[config.mk]
export PLATFORM = sky130hd
export DESIGN_NAME = agc_seq_flat
export DESIGN_NICKNAME = d
export VERILOG_FILES = /design/src/rtl/agc_seq_if.sv /design/src/rtl/agc_seq.sv /design/src/flat_wrapper.sv
export SDC_FILE = /design/constraint.sdc
export NUM_CORES = 1
export LEC_CHECK = 0
export ABC_CLOCK_PERIOD_IN_PS = 4200
export BUFFER_PORTS_ARGS = -buffer_cell sky130_fd_sc_hd__buf_2
export CAP_MARGIN = 20
export CORE_MARGIN = 2
export CORE_UTILIZATION = 49
export DETAILED_ROUTE_END_ITERATION = 16
export PLACE_DENSITY = 0.71
export SLEW_MARGIN = 25
export SYNTH_ARGS = -nofsm -noshare
export SYNTH_HDL_FRONTEND = slang
export SYNTH_SLANG_ARGS = --single-unit
export TNS_END_PERCENT = 30
[constraint.sdc]
create_clock -name clk -period 4.2 [get_ports clk]
set_input_delay 0.21 -clock clk [delete_from_list [all_inputs] [get_ports clk]]
set_output_delay 0.21 -clock clk [all_outputs]
set_load 0.1 [all_outputs]
[src/rtl/agc_seq_if.sv]
// Control/status bundle between the receiver control FSM, the AGC
// datapath and the agc_seq sequencer.
//
// Signalling: start and stop are single-cycle request pulses with no
// acknowledge (stop wins over start); pwr_est_val is qualified by the
// one-cycle strobe pwr_est_vld and has no backpressure. The sequencer
// drives every status/control output from a flop.
interface agc_seq_if;
  logic       start;
  logic       stop;
  logic [8:0] pwr_req_val;
  logic [7:0] pwr_range;
  logic [8:0] pwr_est_val;
  logic       pwr_est_vld;
  logic       agc_en;
  logic       pwm_ena;
  logic       agc_hold;
  logic       agc_locked;
  logic       agc_fail;
  logic       lock_evt;
  logic [2:0] state;

  // Requester/datapath side: drives requests and estimates, observes status
  modport master (
    output start, stop, pwr_req_val, pwr_range, pwr_est_val, pwr_est_vld,
    input  agc_en, pwm_ena, agc_hold, agc_locked, agc_fail, lock_evt, state
  );

  // Sequencer side
  modport slave (
    input  start, stop, pwr_req_val, pwr_range, pwr_est_val, pwr_est_vld,
    output agc_en, pwm_ena, agc_hold, agc_locked, agc_fail, lock_evt, state
  );
endinterface

[src/rtl/agc_seq.sv]
// AGC bring-up sequencer: settles the loop after start, tracks power
// estimates until LOCK_CNT consecutive in-range values are seen, holds the
// gain while locked, and drops back to tracking after UNLOCK_CNT
// consecutive out-of-range values. Gives up (FAIL) after TIMEOUT_EST
// estimates without lock. The state code is exported for observation.
module agc_seq #(
  parameter int SETTLE_CYC  = 64,
  parameter int LOCK_CNT    = 4,
  parameter int UNLOCK_CNT  = 2,
  parameter int TIMEOUT_EST = 32
) (
  input  logic      clk,
  input  logic      reset,
  agc_seq_if.slave  ifc
);

  localparam int SET_W = $clog2(SETTLE_CYC + 1);
  localparam int LCK_W = $clog2(LOCK_CNT + 1);
  localparam int UNL_W = $clog2(UNLOCK_CNT + 1);
  localparam int EST_W = $clog2(TIMEOUT_EST + 1);

  localparam logic [SET_W-1:0] SETTLE_V  = SET_W'(SETTLE_CYC);
  localparam logic [LCK_W-1:0] LOCK_V    = LCK_W'(LOCK_CNT);
  localparam logic [UNL_W-1:0] UNLOCK_V  = UNL_W'(UNLOCK_CNT);
  localparam logic [EST_W-1:0] TIMEOUT_V = EST_W'(TIMEOUT_EST);

  typedef enum logic [2:0] {
    ST_IDLE   = 3'd0,
    ST_SETTLE = 3'd1,
    ST_TRACK  = 3'd2,
    ST_LOCK   = 3'd3,
    ST_FAIL   = 3'd4
  } state_e;

  state_e             state_q, state_d;
  logic [SET_W-1:0]   settle_cnt_q, settle_cnt_d;
  logic [LCK_W-1:0]   lock_cnt_q, lock_cnt_d;
  logic [UNL_W-1:0]   unlock_cnt_q, unlock_cnt_d;
  logic [EST_W-1:0]   est_cnt_q, est_cnt_d;
  logic [8:0]         req_q, req_d;
  logic [7:0]         range_q, range_d;

  logic agc_en_q, agc_en_d;
  logic pwm_ena_q, pwm_ena_d;
  logic agc_hold_q, agc_hold_d;
  logic agc_locked_q, agc_locked_d;
  logic agc_fail_q, agc_fail_d;
  logic lock_evt_q, lock_evt_d;

  logic [9:0] est_ext;
  logic [9:0] req_ext;
  logic [9:0] diff;
  logic       in_range;

  // Saturating increments of each counter
  logic [SET_W-1:0] settle_inc;
  logic [LCK_W-1:0] lock_inc;
  logic [UNL_W-1:0] unlock_inc;
  logic [EST_W-1:0] est_inc;

  // Absolute distance between estimate and captured request, no wrap
  always_comb begin
    est_ext  = {1'b0, ifc.pwr_est_val};
    req_ext  = {1'b0, req_q};
    diff     = (est_ext >= req_ext) ? (est_ext - req_ext) : (req_ext - est_ext);
    in_range = (diff <= {2'b00, range_q});
  end

  // Counter increments that stick at all-ones instead of wrapping
  always_comb begin
    settle_inc = (settle_cnt_q == '1) ? settle_cnt_q : settle_cnt_q + SET_W'(1);
    lock_inc   = (lock_cnt_q   == '1) ? lock_cnt_q   : lock_cnt_q   + LCK_W'(1);
    unlock_inc = (unlock_cnt_q == '1) ? unlock_cnt_q : unlock_cnt_q + UNL_W'(1);
    est_inc    = (est_cnt_q    == '1) ? est_cnt_q    : est_cnt_q    + EST_W'(1);
  end

  // Next-state, counter and capture logic; stop overrides everything
  always_comb begin
    state_d      = state_q;
    settle_cnt_d = settle_cnt_q;
    lock_cnt_d   = lock_cnt_q;
    unlock_cnt_d = unlock_cnt_q;
    est_cnt_d    = est_cnt_q;
    req_d        = req_q;
    range_d      = range_q;

    if (ifc.stop) begin
      state_d      = ST_IDLE;
      settle_cnt_d = '0;
      lock_cnt_d   = '0;
      unlock_cnt_d = '0;
      est_cnt_d    = '0;
    end else begin
      case (state_q)
        ST_IDLE, ST_FAIL: begin
          if (ifc.start) begin
            state_d      = ST_SETTLE;
            req_d        = ifc.pwr_req_val;
            range_d      = ifc.pwr_range;
            settle_cnt_d = '0;
            lock_cnt_d   = '0;
            unlock_cnt_d = '0;
            est_cnt_d    = '0;
          end
        end
        ST_SETTLE: begin
          // Estimates during settling are meaningless and ignored
          settle_cnt_d = settle_inc;
          if (settle_inc == SETTLE_V) begin
            state_d = ST_TRACK;
          end
        end
        ST_TRACK: begin
          if (ifc.pwr_est_vld) begin
            est_cnt_d  = est_inc;
            lock_cnt_d = in_range ? lock_inc : '0;
            // A lock on the final allowed estimate still counts as lock
            if (lock_cnt_d == LOCK_V) begin
              state_d      = ST_LOCK;
              unlock_cnt_d = '0;
            end else if (est_cnt_d == TIMEOUT_V) begin
              state_d = ST_FAIL;
            end
          end
        end
        ST_LOCK: begin
          if (ifc.pwr_est_vld) begin
            unlock_cnt_d = in_range ? '0 : unlock_inc;
            if (unlock_cnt_d == UNLOCK_V) begin
              state_d      = ST_TRACK;
              lock_cnt_d   = '0;
              est_cnt_d    = '0;
              unlock_cnt_d = '0;
            end
          end
        end
        default: begin
          // Unused encodings recover to IDLE
          state_d      = ST_IDLE;
          settle_cnt_d = '0;
          lock_cnt_d   = '0;
          unlock_cnt_d = '0;
          est_cnt_d    = '0;
        end
      endcase
    end
  end

  // Outputs are decoded from the next state so the registered outputs
  // line up with the registered state code
  always_comb begin
    agc_en_d     = 1'b0;
    pwm_ena_d    = 1'b0;
    agc_hold_d   = 1'b0;
    agc_locked_d = 1'b0;
    agc_fail_d   = 1'b0;
    lock_evt_d   = 1'b0;
    case (state_d)
      ST_SETTLE, ST_TRACK: begin
        agc_en_d  = 1'b1;
        pwm_ena_d = 1'b1;
      end
      ST_LOCK: begin
        agc_en_d     = 1'b1;
        pwm_ena_d    = 1'b1;
        agc_hold_d   = 1'b1;
        agc_locked_d = 1'b1;
        lock_evt_d   = (state_q != ST_LOCK);
      end
      ST_FAIL: begin
        agc_fail_d = 1'b1;
      end
      default: ;
    endcase
  end

  // State, counters, captured settings and output registers
  always_ff @(posedge clk) begin
    if (reset) begin
      state_q      <= ST_IDLE;
      settle_cnt_q <= '0;
      lock_cnt_q   <= '0;
      unlock_cnt_q <= '0;
      est_cnt_q    <= '0;
      req_q        <= '0;
      range_q      <= '0;
      agc_en_q     <= 1'b0;
      pwm_ena_q    <= 1'b0;
      agc_hold_q   <= 1'b0;
      agc_locked_q <= 1'b0;
      agc_fail_q   <= 1'b0;
      lock_evt_q   <= 1'b0;
    end else begin
      state_q      <= state_d;
      settle_cnt_q <= settle_cnt_d;
      lock_cnt_q   <= lock_cnt_d;
      unlock_cnt_q <= unlock_cnt_d;
      est_cnt_q    <= est_cnt_d;
      req_q        <= req_d;
      range_q      <= range_d;
      agc_en_q     <= agc_en_d;
      pwm_ena_q    <= pwm_ena_d;
      agc_hold_q   <= agc_hold_d;
      agc_locked_q <= agc_locked_d;
      agc_fail_q   <= agc_fail_d;
      lock_evt_q   <= lock_evt_d;
    end
  end

  assign ifc.agc_en     = agc_en_q;
  assign ifc.pwm_ena    = pwm_ena_q;
  assign ifc.agc_hold   = agc_hold_q;
  assign ifc.agc_locked = agc_locked_q;
  assign ifc.agc_fail   = agc_fail_q;
  assign ifc.lock_evt   = lock_evt_q;
  assign ifc.state      = state_q;

endmodule

[src/flat_wrapper.sv]
// flat-port wrapper written by rule: the top's interface ports become plain ports
module agc_seq_flat 
#(
  parameter int SETTLE_CYC  = 64,
  parameter int LOCK_CNT    = 4,
  parameter int UNLOCK_CNT  = 2,
  parameter int TIMEOUT_EST = 32
)
  (clk, reset, ifc_start, ifc_stop, ifc_pwr_req_val, ifc_pwr_range, ifc_pwr_est_val, ifc_pwr_est_vld, ifc_agc_en, ifc_pwm_ena, ifc_agc_hold, ifc_agc_locked, ifc_agc_fail, ifc_lock_evt, ifc_state);
  agc_seq_if ifc_i ();
  input  logic clk;
  input  logic reset;
  input wire logic [$bits(ifc_i.start)-1:0] ifc_start;
  input wire logic [$bits(ifc_i.stop)-1:0] ifc_stop;
  input wire logic [$bits(ifc_i.pwr_req_val)-1:0] ifc_pwr_req_val;
  input wire logic [$bits(ifc_i.pwr_range)-1:0] ifc_pwr_range;
  input wire logic [$bits(ifc_i.pwr_est_val)-1:0] ifc_pwr_est_val;
  input wire logic [$bits(ifc_i.pwr_est_vld)-1:0] ifc_pwr_est_vld;
  output wire logic [$bits(ifc_i.agc_en)-1:0] ifc_agc_en;
  output wire logic [$bits(ifc_i.pwm_ena)-1:0] ifc_pwm_ena;
  output wire logic [$bits(ifc_i.agc_hold)-1:0] ifc_agc_hold;
  output wire logic [$bits(ifc_i.agc_locked)-1:0] ifc_agc_locked;
  output wire logic [$bits(ifc_i.agc_fail)-1:0] ifc_agc_fail;
  output wire logic [$bits(ifc_i.lock_evt)-1:0] ifc_lock_evt;
  output wire logic [$bits(ifc_i.state)-1:0] ifc_state;
  assign ifc_i.start = ifc_start;
  assign ifc_i.stop = ifc_stop;
  assign ifc_i.pwr_req_val = ifc_pwr_req_val;
  assign ifc_i.pwr_range = ifc_pwr_range;
  assign ifc_i.pwr_est_val = ifc_pwr_est_val;
  assign ifc_i.pwr_est_vld = ifc_pwr_est_vld;
  assign ifc_agc_en = ifc_i.agc_en;
  assign ifc_pwm_ena = ifc_i.pwm_ena;
  assign ifc_agc_hold = ifc_i.agc_hold;
  assign ifc_agc_locked = ifc_i.agc_locked;
  assign ifc_agc_fail = ifc_i.agc_fail;
  assign ifc_lock_evt = ifc_i.lock_evt;
  assign ifc_state = ifc_i.state;
  agc_seq #(.SETTLE_CYC(SETTLE_CYC), .LOCK_CNT(LOCK_CNT), .UNLOCK_CNT(UNLOCK_CNT), .TIMEOUT_EST(TIMEOUT_EST)) u_core (.clk(clk), .reset(reset), .ifc(ifc_i));
endmodule
==> impl_metrics.csv <==
group,metric,value,unit
placed_design,place_congestion,0.936,
timing,period_minus_slack,4.29,ns
logic_synthesis,ys_ff_latch,42,
critical_path,worstSetupEndpointType,"register",
logic_synthesis,ys_types,61,
floorplanning,core_area,0.00628,sq mm
clock_tree,tritoncts,"built",
layout,fillers,566,
timing,finalSetupTns,-0.174,ns
clock_tree,clk_pin_slew_worst_paths,0.09,ns
clock_tree,clock_path_buffers,2,
logic_synthesis,syn_inst,414,
pwr,leakagePower,1.57,nW
timing,layout_setup_ws,-0.0909,ns
layout,final_cell_mix,"nand2_1, dfxtp_1, buf_2",
floorplanning,dieArea,0.00704,sq mm
logic_synthesis,synth_area,0.00313,sq mm
floorplanning,die-width,83.9,um
pwr,power,1.10,mW
logic_synthesis,synth_ff_type,"dfxtp_1",
timing,relSlewSlack,40.3,%
clock_tree,cts-root-buf,"clkbuf_8",
logic_synthesis,synthArstFlopShare,0,%
clock_tree,numClockSinks,42,
pwr,comb_power_share,31.6,%
routing,vias_per_cell,5.73,
critical_path,cp-start-kind,"register",
grt,grt_max_degree,21,
timing,hold_violations,0,
placed_design,io_buffers,39,
logic_synthesis,synth.avg_cell_area,7.56,sq um
routing,drt_iter0_drc,106,
timing,fin_crit_sh,102,%
pwr,p_per_area,286,mW/mm^2
logic_synthesis,synth_edf_count,0,
critical_path,crit_type,"register to register",
layout,drive_above_1_share,25.3,%
layout,stdcell_count,548,
hold_path,holdPathEnd,"u_core.req_q[0]",
clock_tree,cts_buffers,5,
placed_design,place_inst,537,
logic_synthesis,ys_seq_area_share,26.9,%
timing,grt_setup_unrepaired,"true",
layout,seqCellArea,843,sq um
grt,globalRouteOverflowTotal,0,
floorplanning,start_util,49.9,%
pwr,switchingPower,353,uW
timing,finalSetupViolations,5,
routing,avgRoutedWirePerCell,14.8,um
status,violations,"negative setup slack",
grt,grt_pass1_wl,13500,um
logic_synthesis,synth_nets,476,
critical_path,reg2regPathDepth,19,
placed_design,hpwl,5980,um
critical_path,cp.required,4.43,ns
critical_path,worstPathMaxFanout,5,
routing,antenna_left,0,
timing,worst_slew_pin_slew,0.890,ns
routing,first_pass_iters,4,
pwr,seqPwrFrac,37.6,%
timing,holdWs,0.133,ns
clock_tree,htree_levels,2,
routing,wirelength,8100,um
timing,fmax,233,MHz
layout,multi_input_area,0.00225,sq mm
pwr,internal_power,750,uW
grt,grt_usage,23.2,%
critical_path,worstPathArrival,4.52,ns
layout,final_nets,533,
critical_path,r2r_start,"u_core.req_q[0]",
hold_path,hold_path_class,"input pin to register",
routing,post-route-drc-count,0,
grt,grt_pass1_vias,3175,
layout,areaGrowthSynthToFinish,23.3,%
status,status,"finished, violations left",
pwr,switching_share,32.0,%
pwr,clkPwrFrac,30.8,%
timing,finClkSkew,0.0152,ns
grt,antenna_found_initial,0,
pwr,ir_drop,0.143,mV
hold_path,hp-start,"ifc_pwr_req_val[0]",
floorplanning,die_height,83.9,um
layout,antenna_cells,0,
clock_tree,clk_latency,0.30,ns
layout,layout_commonest_cell,"nand2_1",
floorplanning,rows,29,
critical_path,reg2reg_slack,-0.09,ns
timing,slew_viol_final,0,
critical_path,r2r-end,"u_core.unlock_cnt_q[0]",
floorplanning,pin_count,40,
clock_tree,hold_buffers,0,
flow_run,cap_violations,0,
hold_path,hold_path_depth,3,
logic_synthesis,yosysWarnings,0,
routing,vias,3140,
[repair_timing]
action	4_1_cts	5_1_grt
cloned	1	0
endpoints found under the setup margin	18	18
resized for setup	10	31
pin swaps	5	29
setup buffers	1	3
endpoints found under the hold margin	0	0
[worst max path at each step]
stage	from	end	slack, ns	depth (start not counted)
after floorplan	u_core.req_q[0]	u_core.unlock_cnt_q[0]	-0.02	20
after global placement	ifc_pwr_est_val[0]	u_core.ifc.agc_hold	-0.14	21
after detailed placement	ifc_pwr_est_val[0]	u_core.ifc.state[0]	-0.27	22
after CTS	u_core.req_q[7]	u_core.unlock_cnt_q[0]	0.01	18
after global routing	u_core.req_q[0]	u_core.unlock_cnt_q[0]	-0.25	19
final	u_core.req_q[0]	u_core.unlock_cnt_q[0]	-0.09	19
[Yosys cell counts, drive strengths merged (2+ instances only)]
cell type	instances	share of area, %
xor2	6	1.7
a31oi	6	1.2
nor2b	7	1.4
a221oi	2	0.56
xnor2	4	1.1
and2	3	0.68
a32oi	2	0.56
nor2	26	3.1
nand3	10	1.6
ha	29	12
a311oi	2	0.56
a211oi	14	3.8
dfxtp	42	27
o21ai	25	4.0
o31ai	3	0.72
mux2i	3	0.96
a21o	7	1.7
clkbuf	12	1.5
o22ai	2	0.60
and3	5	1.0
nand4	5	1.0
fa	2	1.3
inv	34	4.1
buf	8	1.9
nand2	61	7.3
a22oi	2	0.48
a31o	2	0.56
nand2b	4	0.80
a21oi	46	7.6
and4	3	0.84
nor3	10	1.8
nand3b	3	0.72
mux2	2	0.72
or2	3	0.68
o21a	3	0.72
[sequential cells by signal (all words and copies together), names as in the netlist]
signal and flops:
u_core.est_cnt_q 6, u_core.ifc.agc_hold 1, u_core.ifc.agc_fail 1, u_core.ifc.lock_evt 1
u_core.req_q 9, u_core.ifc.state 3, u_core.ifc.agc_en 1, u_core.unlock_cnt_q 2
u_core.range_q 8, u_core.settle_cnt_q 7, u_core.lock_cnt_q 3
[power by group through the flow]
| stage | clock network, mW | registers [mW] | logic, mW |
|---|---|---|---|
| final | 0.339 | 0.414 | 0.349 |
| after detailed placement | 0 | 0.423 | 0.295 |
| after global placement | 0 | 0.423 | 0.288 |
| after CTS | 0.343 | 0.414 | 0.312 |
| after floorplan | 0 | 0.428 | 0.198 |
| after global routing | 0.355 | 0.416 | 0.385 |
[cells by family after synthesis]
group	Yosys count	synth area share [%]
xor gates and xnor gates	10	2.80
muxes	5	1.68
buffers and inverters	54	7.47
adders and majority gates	31	12.9
DFF	42	26.9
AOI/OAI and AO/OA	128	26.4
and+or+nand+nor	144	21.9
[per-layer routing]
metal | track usage [%] | share of wire, % | wire, um | up-vias
met5 | 0 | 0 | 0 | -
met4 | 12.9 | 2.6 | 212 | 0
met3 | 3.96 | 4.1 | 329 | 23
met2 | 41.2 | 50 | 4060 | 69
met1 | 26.2 | 43 | 3500 | 1471
li1 | - | - | - | 1577
[critical path, cell delays in order, from the launching register on]
cell and delay, ns:
dfxtp_2 0.36, ha_4 0.13, inv_2 0.04, fa_2 0.41
a21oi_4 0.18, o21ai_2 0.09, a211oi_4 0.31, mux2_4 0.33
a221oi_2 0.22, o21ai_1 0.10, xor2_1 0.17, ha_1 0.32
and4_1 0.17, o2bb2ai_2 0.12, a41o_1 0.25, o311ai_4 0.14
o22ai_4 0.18, o21ai_0 0.28, nand3b_1 0.13, a221oi_2 0.28
[area by class of cell]
class	instances	area share [%]
Multi-Input combinational cell	319	58.3
Sequential cell	42	21.9
Timing Repair Buffer	69	11.1
Inverter	34	3.31
Tap cell	77	2.50
Clock buffer	6	2.14
Clock inverter	1	0.778
[through the flow]
step                setup WS, ns  cell area, sq um  utilization (%)
floorplan                -0.0196              3130                -
global placement          -0.136              3520             56.1
detailed placement        -0.265              3520             56.1
CTS                      0.00992              3690             58.9
global route              -0.246              3860             61.5
finish                   -0.0909              3860             61.5
(Power assumes the default switching activity.)
